<file path="config.mk">
export PLATFORM = sky130hd
export DESIGN_NAME = slc3_isdu
export DESIGN_NICKNAME = d
export VERILOG_FILES = /design/src/rtl/slc3_isdu.sv
export SDC_FILE = /design/constraint.sdc
export NUM_CORES = 1
export LEC_CHECK = 0
export ABC_AREA = 1
export BUFFER_PORTS_ARGS = -buffer_cell sky130_fd_sc_hd__buf_2
export CAP_MARGIN = 5
export CORE_MARGIN = 1.5
export CORE_UTILIZATION = 50
export CTS_BUF_LIST = sky130_fd_sc_hd__clkbuf_8
export DETAILED_ROUTE_END_ITERATION = 6
export GPL_ROUTABILITY_DRIVEN = 0
export HOLD_SLACK_MARGIN = 0.06
export PLACE_DENSITY = 0.77
export SLEW_MARGIN = 20
export SYNTH_ARGS = -nofsm -noshare
export SYNTH_HDL_FRONTEND = slang
export SYNTH_SLANG_ARGS = --single-unit
</file>
<file path="constraint.sdc">
create_clock -name Clk -period 1.7 [get_ports Clk]
set_clock_uncertainty 0.1 [all_clocks]
set_input_delay 0.255 -clock Clk [delete_from_list [all_inputs] [get_ports Clk]]
set_output_delay 0.255 -clock Clk [all_outputs]
set_load 0.01 [all_outputs]
</file>
<file path="src/rtl/slc3_isdu.sv">
// SLC-3 instruction sequence/decode unit: a Moore FSM that steps the bus datapath through fetch, decode and execute.
// Optional: define SLC3_PAUSE_OP_EN to build the PAUSE1/PAUSE2 states for opcode 1101 (otherwise 1101 is a NOP).
module slc3_isdu #(
  parameter int unsigned MEM_WAIT = 3
) (
  input  logic       Clk,
  input  logic       Reset,
  input  logic       Run,
  input  logic       Continue,
  input  logic [3:0] Opcode,
  input  logic       IR_5,
  input  logic       IR_11,
  input  logic       BEN,
  output logic       LD_MAR,
  output logic       LD_MDR,
  output logic       LD_IR,
  output logic       LD_BEN,
  output logic       LD_CC,
  output logic       LD_REG,
  output logic       LD_PC,
  output logic       LD_LED,
  output logic       GatePC,
  output logic       GateMDR,
  output logic       GateALU,
  output logic       GateMARMUX,
  output logic [1:0] PCMUX,
  output logic       DRMUX,
  output logic       SR1MUX,
  output logic       SR2MUX,
  output logic       ADDR1MUX,
  output logic [1:0] ADDR2MUX,
  output logic [1:0] ALUK,
  output logic       Mem_OE,
  output logic       Mem_WE
);

  typedef enum logic [4:0] {
    HALTED, S18, S33, S35, S32,
    S01, S05, S09, S00, S22, S12,
    S04, S21, S06, S25, S27, S07, S23, S16
`ifdef SLC3_PAUSE_OP_EN
    , PAUSE1, PAUSE2
`endif
  } state_t;

  typedef struct packed {
    logic       ld_mar;
    logic       ld_mdr;
    logic       ld_ir;
    logic       ld_ben;
    logic       ld_cc;
    logic       ld_reg;
    logic       ld_pc;
    logic       ld_led;
    logic       gate_pc;
    logic       gate_mdr;
    logic       gate_alu;
    logic       gate_marmux;
    logic [1:0] pcmux;
    logic       drmux;
    logic       sr1mux;
    logic       sr2mux;
    logic       addr1mux;
    logic [1:0] addr2mux;
    logic [1:0] aluk;
    logic       mem_oe;
    logic       mem_we;
  } ctrl_t;

  localparam ctrl_t      CTRL_IDLE = '{mem_oe: 1'b1, mem_we: 1'b1, default: '0};
  localparam logic [3:0] WAIT_LAST = 4'(MEM_WAIT - 1);

  state_t     state, state_nxt;
  logic [3:0] wait_cnt, wait_nxt;
  logic       mem_done;
  ctrl_t      ctrl;

  assign mem_done = (wait_cnt == WAIT_LAST);

  // Control word for a state; IR_5/IR_11 are stable once IR has been loaded in S35.
  function automatic ctrl_t decode(state_t s, logic ir5, logic ir11);
    ctrl_t c;
    c = CTRL_IDLE;
    case (s)
      S18: begin
        c.gate_pc = 1'b1;
        c.ld_mar  = 1'b1;
        c.ld_pc   = 1'b1;
        c.pcmux   = 2'b00;
      end
      S33, S25: begin
        c.mem_oe = 1'b0;
        c.ld_mdr = 1'b1;
      end
      S35: begin
        c.gate_mdr = 1'b1;
        c.ld_ir    = 1'b1;
      end
      S32: c.ld_ben = 1'b1;
      S01, S05: begin
        c.sr1mux   = 1'b1;
        c.sr2mux   = ir5;
        c.aluk     = (s == S05) ? 2'b01 : 2'b00;
        c.gate_alu = 1'b1;
        c.ld_reg   = 1'b1;
        c.ld_cc    = 1'b1;
      end
      S09: begin
        c.sr1mux   = 1'b1;
        c.aluk     = 2'b10;
        c.gate_alu = 1'b1;
        c.ld_reg   = 1'b1;
        c.ld_cc    = 1'b1;
      end
      S22: begin
        c.addr1mux = 1'b0;
        c.addr2mux = 2'b10;
        c.pcmux    = 2'b10;
        c.ld_pc    = 1'b1;
      end
      S12: begin
        c.sr1mux   = 1'b1;
        c.addr1mux = 1'b1;
        c.addr2mux = 2'b00;
        c.pcmux    = 2'b10;
        c.ld_pc    = 1'b1;
      end
      S04: begin
        c.drmux   = 1'b1;
        c.gate_pc = 1'b1;
        c.ld_reg  = 1'b1;
      end
      S21: begin
        // JSR adds off11 to PC; JSRR jumps through the base register like JMP.
        c.sr1mux   = !ir11;
        c.addr1mux = !ir11;
        c.addr2mux = ir11 ? 2'b11 : 2'b00;
        c.pcmux    = 2'b10;
        c.ld_pc    = 1'b1;
      end
      S06, S07: begin
        c.sr1mux      = 1'b1;
        c.addr1mux    = 1'b1;
        c.addr2mux    = 2'b01;
        c.gate_marmux = 1'b1;
        c.ld_mar      = 1'b1;
      end
      S27: begin
        c.gate_mdr = 1'b1;
        c.ld_reg   = 1'b1;
        c.ld_cc    = 1'b1;
      end
      S23: begin
        c.sr1mux   = 1'b0;
        c.aluk     = 2'b11;
        c.gate_alu = 1'b1;
        c.ld_mdr   = 1'b1;
      end
      S16: c.mem_we = 1'b0;
`ifdef SLC3_PAUSE_OP_EN
      PAUSE1: c.ld_led = 1'b1;
`endif
      default: c = CTRL_IDLE;
    endcase
    return c;
  endfunction

  always_comb begin
    // NOTE: defaults first so every path assigns both outputs and no latch is inferred.
    state_nxt = state;
    wait_nxt  = '0;
    case (state)
      HALTED: if (Run) state_nxt = S18;
      S18:    state_nxt = S33;
      S33: begin
        if (mem_done) state_nxt = S35;
        else          wait_nxt  = wait_cnt + 4'd1;
      end
      S35:    state_nxt = S32;
      S32: begin
        case (Opcode)
          4'b0001: state_nxt = S01;
          4'b0101: state_nxt = S05;
          4'b1001: state_nxt = S09;
          4'b0000: state_nxt = S00;
          4'b1100: state_nxt = S12;
          4'b0100: state_nxt = S04;
          4'b0110: state_nxt = S06;
          4'b0111: state_nxt = S07;
`ifdef SLC3_PAUSE_OP_EN
          4'b1101: state_nxt = PAUSE1;
`endif
          default: state_nxt = S18;
        endcase
      end
      S01, S05, S09, S22, S12, S21, S27: state_nxt = S18;
      S00:    state_nxt = BEN ? S22 : S18;
      S04:    state_nxt = S21;
      S06:    state_nxt = S25;
      S25: begin
        if (mem_done) state_nxt = S27;
        else          wait_nxt  = wait_cnt + 4'd1;
      end
      S07:    state_nxt = S23;
      S23:    state_nxt = S16;
      S16: begin
        if (mem_done) state_nxt = S18;
        else          wait_nxt  = wait_cnt + 4'd1;
      end
`ifdef SLC3_PAUSE_OP_EN
      // Two-step handshake: a held Continue releases only one pause.
      PAUSE1: if (Continue)  state_nxt = PAUSE2;
      PAUSE2: if (!Continue) state_nxt = S18;
`endif
      default: state_nxt = HALTED;
    endcase
  end

`ifndef SLC3_PAUSE_OP_EN
  logic unused_continue;
  assign unused_continue = Continue;
`endif

  // NOTE: state is updated with non-blocking assignments so every register samples pre-edge values.
  // Outputs are registered from the next state, giving the Moore decode of the current state glitch-free.
  always_ff @(posedge Clk) begin
    if (Reset) begin
      state    <= HALTED;
      wait_cnt <= '0;
      ctrl     <= CTRL_IDLE;
    end else begin
      state    <= state_nxt;
      wait_cnt <= wait_nxt;
      ctrl     <= decode(state_nxt, IR_5, IR_11);
    end
  end

  assign LD_MAR     = ctrl.ld_mar;
  assign LD_MDR     = ctrl.ld_mdr;
  assign LD_IR      = ctrl.ld_ir;
  assign LD_BEN     = ctrl.ld_ben;
  assign LD_CC      = ctrl.ld_cc;
  assign LD_REG     = ctrl.ld_reg;
  assign LD_PC      = ctrl.ld_pc;
  assign LD_LED     = ctrl.ld_led;
  assign GatePC     = ctrl.gate_pc;
  assign GateMDR    = ctrl.gate_mdr;
  assign GateALU    = ctrl.gate_alu;
  assign GateMARMUX = ctrl.gate_marmux;
  assign PCMUX      = ctrl.pcmux;
  assign DRMUX      = ctrl.drmux;
  assign SR1MUX     = ctrl.sr1mux;
  assign SR2MUX     = ctrl.sr2mux;
  assign ADDR1MUX   = ctrl.addr1mux;
  assign ADDR2MUX   = ctrl.addr2mux;
  assign ALUK       = ctrl.aluk;
  assign Mem_OE     = ctrl.mem_oe;
  assign Mem_WE     = ctrl.mem_we;

endmodule

</file>
==> flow_summary.yaml, run 1 <==
status:
  violations: "design-rule violations, negative setup slack"
  status: "complete, but fails checks"
yosys:
  avgSynthCellArea_um2: 6.928
  async_flop_share: 0
  yosysTopAreaCell: "dfxtp_1"
  ys_seq_elements: 31
  yosys_warnings: 0
  synthTopCellsByArea: "dfxtp_1, nand2_1, nand3_1"
  yosysUniqueCellTypes: 28
  synth_edf_count: 0
  syn_inst: 227
  synth_top_area_share: 0.3946
  ys_seq_area_frac: 0.3946
  syn-cell-area_mm2: 0.001573
  ys.flop_type: "dfxtp_1"
clock_tree:
  path_clk_slew_ns: 0.07
  cts-buffers-inserted: 5
  clock_latency_ns: 0.29
  cts_tree: "done"
  htree_levels: 2
  cts_buffer_depth: 2
  cts_root_buffer: "clkbuf_8"
  clock-sinks: 31
routing:
  ant_nets: 0
  vias: 2056
  dr.first_iter.drc_count: 192
  viasPerCell: 5.602
  drtPass1Iterations: 7
  wire_per_inst_um: 17.34
  routed_wl_um: 6362
  remaining_drc_errors: 30
global_routing:
  grt_pass1_vias: 1672
  overflow: 0
  grt_pass1_wl_um: 7327
  antenna_found_initial: 0
  grt_max_degree: 11
  grt_use_total: 0.2876
finish:
  fillCellCount: 129
  nets: 338
  diodes: 0
  stdcell_count: 367
  multi_input_area_mm2: 0.001109
  final_util: 0.8876
  area_growth_pct: 70.88
  drive_above_1_share: 0.5635
  register_area_um2: 640.6
worst_setup_path:
  cp-start-kind: "flip-flop"
  rr_endpoint: "LD_PC"
  worst_setup_path_end_kind: "flip-flop"
  r2r_start: "state[3]"
  reg2reg_slack_ns: -0.28
  cp.required_ns: 1.82
  rr_worst_depth: 13
  worstPathArrival_ns: 2.10
  cp_max_fo: 5
  path_class: "flip-flop to flip-flop"
sta:
  setup_slack_ns: -0.2798
  rsz0062_at_grt: "true"
  slew_viol_final: 0
  whs_ns: 0.1141
  period_needed_ns: 1.980
  setup_viol: 23
  finalHoldViolCount: 0
  fmax_mhz: 505.1
  period_share: 1.165
floorplanning:
  die-width_um: 59.09
  rows: 20
  ios: 35
  chipHeight_um: 59.09
  die_area_mm2: 0.003491
  initial_core_util: 0.5194
  core-area_mm2: 0.003028
placement:
  dp.cells: 344
  post-dp-hpwl_um: 3072
  portBuffers: 31
power_and_ir_drop:
  powerDensity_mw_per_mm2: 758.3
  power_leakage_nw: 1.455
  peakVddDrop_mv: 0.4988
  p_total_mw: 2.038
worst_hold_path:
  hold_end: "SR2MUX"
  hp-start: "IR_5"
  min_path_type: "primary input to flip-flop"
  holdPathStages: 3
job:
  cap_violations: 0
[flip-flops by register name, indices dropped and copies added, names as in the netlist, 2 cells and up]
| register | cells |
|---|---|
| wait_cnt | 4 |
| ALUK | 2 |
| state | 5 |
| ADDR2MUX | 2 |
[cell usage in the layout (no fill, tap or decap), types with 3 or more instances in the layout]
cell type,count
nor2_2,9
inv_4,3
nor2_4,13
buf_6,5
nand4_1,6
nand3_1,21
nand2_1,42
nand2_4,8
ha_1,5
nand3_2,3
o21ai_2,3
dfxtp_1,25
nand3_4,3
inv_1,18
clkbuf_8,6
buf_4,56
buf_2,31
dfxtp_4,5
nor2_1,11
nand2_2,16
inv_2,7
[per-stage QoR]
| step | setup WS [ns] | TNS [ns] | cell area [µm²] |
|---|---|---|---|
| final | -0.2798 | -3.987 | 2688 |
| after global routing | -0.3421 | -5.972 | 2688 |
| after CTS | -0.1197 | -0.8390 | 2444 |
| after detailed placement | -0.2853 | -3.208 | 2121 |
| after global placement | -0.2299 | -2.317 | 2121 |
| after floorplan | 0.008323 | 0 | 1585 |
[cell usage after synthesis (all sizes together) (2+ instances only)]
| library cell | number |
|---|---|
| nand2 | 67 |
| nor2 | 33 |
| dfxtp | 31 |
| inv | 30 |
| nand3 | 27 |
| o21ai | 7 |
| nand4 | 6 |
| buf | 5 |
| ha | 5 |
| a21oi | 4 |
| nor3 | 3 |
| nor4 | 2 |
| or2 | 2 |
[worst max-delay path by stage]
stage          endpoint  cells past startpoint         from
2_1_floorplan    LD_REG                     13  wait_cnt[0]
3_3_place_gp     Mem_OE                     13    Opcode[1]
3_5_place_dp     Mem_OE                     13    Opcode[1]
4_1_cts          LD_REG                     12  wait_cnt[0]
5_1_grt           LD_PC                     13     state[3]
6_report          LD_PC                     13     state[3]
[cell families (layout without fill, tap and decap cells)]
kind of cell	count (synthesis)	after routing	share of synthesized area
simple gates	140	140	0.4153
buf+inv	36	131	0.09467
flops	31	31	0.3946
compound gates	12	12	0.04217
fa+ha+maj	5	5	0.03978
xor+xnor	2	2	0.01114
other cells	1	2	0.002384
[what timing repair did]
item	in CTS	in global routing
cloned	0	0
pin swaps	15	27
hold buffers	0	0
endpoints found under the setup margin	22	24
endpoints found under the hold margin	0	0
buffers inserted	9	7
resized for setup	48	52
[layer usage]
metal  wire [µm]  up-vias  GRT usage
li1            -      909          -
met1        2443      959     0.3194
met2        3212      156     0.5016
met3         445       32    0.07205
met4         260        0     0.1526
met5           0        -          0
[power by group]
part,leakage (nW),total (mW),internal (mW),switching [mW]
clock,0.0612,0.769,0.474,0.295
sequential,0.255,0.772,0.748,0.0239
combinational,1.14,0.497,0.216,0.281
[cell type report]
cell class                 instances  area share
multi-input combinational        161      0.4125
sequential                        31      0.2384
timing repair buffer              92      0.2351
inverter                          31     0.04981
clock buffer                       6     0.03073
tap                               44     0.02048
clock inverter                     2     0.01304
[critical path, cell delays in order (launching register included)]
cell     delay [ns]
dfxtp_4        0.41
inv_6          0.06
nor2_2         0.16
nand3_1        0.17
nor2_2         0.21
nor2_4         0.07
nand2_2        0.09
nand2_2        0.07
nor2_4         0.12
buf_4          0.12
nand2_1        0.06
nand3_1        0.10
nand2_2        0.08
nand2_1        0.08
Power figures use the tool's default switching activity.
==> run 2, diff against run 1 <==
Settings changed: CORE_UTILIZATION 50 to 43, PLACE_DENSITY 0.77 to 0.68.
==> run 2 against run 1 <==
  * Utilization is 8.9 points lower
  * Count of clock-buffer cells in the layout stayed put
  * Critical path depth is 1 lower
  * Final area is 1.4% higher
  * Largest power group is now the clock network
  * Sequential cell count stayed put
  * Largest cell class unchanged
  * Maximum frequency is 4.2% higher
  * Clock power is 0.7% higher
  * The run ends with negative setup slack left
  * Sequential power hardly changed
==> flow_summary.yaml, run 2 (same netlist as run 1, synthesis figures left out) <==
routing:
  vias: 1917
  wire_per_inst_um: 15.53
  drtPass1Iterations: 4
  dr.first_iter.drc_count: 129
  routed_wl_um: 5669
  viasPerCell: 5.252
  ant_nets: 0
  remaining_drc_errors: 0
worst_setup_path:
  critical_path.max_stage_delay_ns: 0.38
  worst_setup_path_end_kind: "flip-flop"
  crit_chain: "buf_6, nand2_8, nor2_4, nand3_4, nand3_4, nor2_4, inv_4, nor2_4, inv_2, nand2_2, o21ai_2, or2_1"
  cp.required_ns: 1.78
  crit_family: "simple AND/OR/NAND/NOR gates"
  worstPathArrival_ns: 1.98
  cp_slowest_cell: "dfxtp_4"
  cp-start-kind: "flip-flop"
  crit_buf_inv: 3
  cp_max_fo: 5
  path_class: "flip-flop to flip-flop"
  worst_path_most_repeated_cell: "nor2_4"
global_routing:
  grt_pass1_vias: 1759
  grt_use_total: 0.2385
  grt_max_degree: 11
  antenna_found_initial: 0
  grt_pass1_wl_um: 7527
  overflow: 0
clock_tree:
  clock_latency_ns: 0.29
  cts_root_buffer: "clkbuf_8"
  htree_levels: 2
  cts_buffer_depth: 2
  cts_tree: "done"
  cts-buffers-inserted: 5
  clock-sinks: 31
  path_clk_slew_ns: 0.08
floorplanning:
  rows: 21
  core-area_mm2: 0.003416
  die_area_mm2: 0.004029
  ios: 35
  initial_core_util: 0.4604
  die-width_um: 63.48
  chipHeight_um: 63.48
finish:
  diodes: 0
  final_common_cell: "buf_4"
  reg_top3: "state x5, wait_cnt x4"
  nets: 334
  largest_reg_flops: 5
  drive_above_1_share: 0.6207
  area_growth_pct: 73.35
  stdcell_count: 365
  layout_common_cells: "buf_4, nand2_1, buf_2"
  top_register: "state"
placement:
  post-dp-hpwl_um: 2994
  dp_slack_ns: -0.3047
  portBuffers: 31
  dp.cells: 348
power_and_ir_drop:
  comb_power_share: 0.249
  intPower_mw: 1.452
  clkPwrFrac: 0.376
  p_sw_uw: 606.4
  p_sw_frac: 0.2946
  peakVddDrop_mv: 1.029
  pwr-share-seq: 0.375
  power_leakage_nw: 1.450
  powerDensity_mw_per_mm2: 755.1
worst_hold_path:
  min_path_type: "primary input to flip-flop"
sta:
  setup_slack_ns: -0.1993
  setup_viol: 20
  fmax_mhz: 526.5
  period_share: 1.117
  tns_ns: -2.412
  finalHoldViolCount: 0
  rsz0062_at_grt: "true"
  period_needed_ns: 1.899
  slew_viol_final: 0
job:
  cap_violations: 0
status:
  status: "complete, but fails checks"
  violations: "negative setup slack"
-- run 2: cell types whose count changed in the layout (fill, tap and decap cells not counted), sizes merged --
cell / previous run / this run
buf: 92 / 88
-- run 2: path summary, 6_finish.rpt --
kind	start	endpoint	slack [ns]	cells after the start
max	state[1]	LD_REG	-0.20	12
min	IR_5	SR2MUX	0.08	3
max reg2reg	state[1]	LD_REG	-0.20	12
min reg2reg	wait_cnt[0]	wait_cnt[0]	0.42	2
-- run 2: cell type report --
type,instances,area [µm²]
Multi-Input combinational cell,161,1179
Inverter,31,128.9
Clock buffer,6,82.58
Tap cell,46,57.56
Fill cell,217,689.4
Sequential cell,31,638.1
Clock inverter,2,35.03
Timing Repair Buffer,88,605.6
-- run 2: worst register-to-register path: cells and delay by family, from the launching register on --
| family | cells | cell delay [ns] |
|---|---|---|
| AO/OA/AOI/OAI | 1 | 0.06 |
| AND/OR/NAND/NOR | 8 | 0.98 |
| flip-flops | 1 | 0.38 |
| buffers and inverters | 3 | 0.28 |
-- run 2: timing repair --
item,CTS,global route
hold buffers,0,0
hold endpoints to repair,0,0
pin swaps,18,21
buffers inserted,3,6
resized for setup,53,68
setup endpoints to repair,21,23
-- run 2: per-layer routing --
layer	vias to the layer above	GRT usage	routed length, µm
met1	896	0.2672	1991
met4	0	0.1033	269
met2	91	0.4171	3063
li1	893	-	-
met3	37	0.06964	343
met5	-	0	0
-- run 2: metrics by stage --
stage	util	total power, mW	area, µm²	hold WS (ns)
after global placement	0.6223	1.124	2126	0.3888
after detailed placement	0.6223	1.129	2126	0.3960
after global routing	0.7982	2.138	2726	0.09225
final	0.7982	2.059	2726	0.08155
after floorplan	-	0.9573	1585	0.2817
after CTS	0.7143	1.933	2440	0.09031
-- run 2: power by group through the flow --
stage | registers, mW | logic (mW) | clock network [mW]
after floorplan | 0.789 | 0.169 | 0
after global placement | 0.782 | 0.342 | 0
after detailed placement | 0.782 | 0.347 | 0
after CTS | 0.765 | 0.408 | 0.760
after global routing | 0.774 | 0.548 | 0.816
final | 0.773 | 0.512 | 0.774
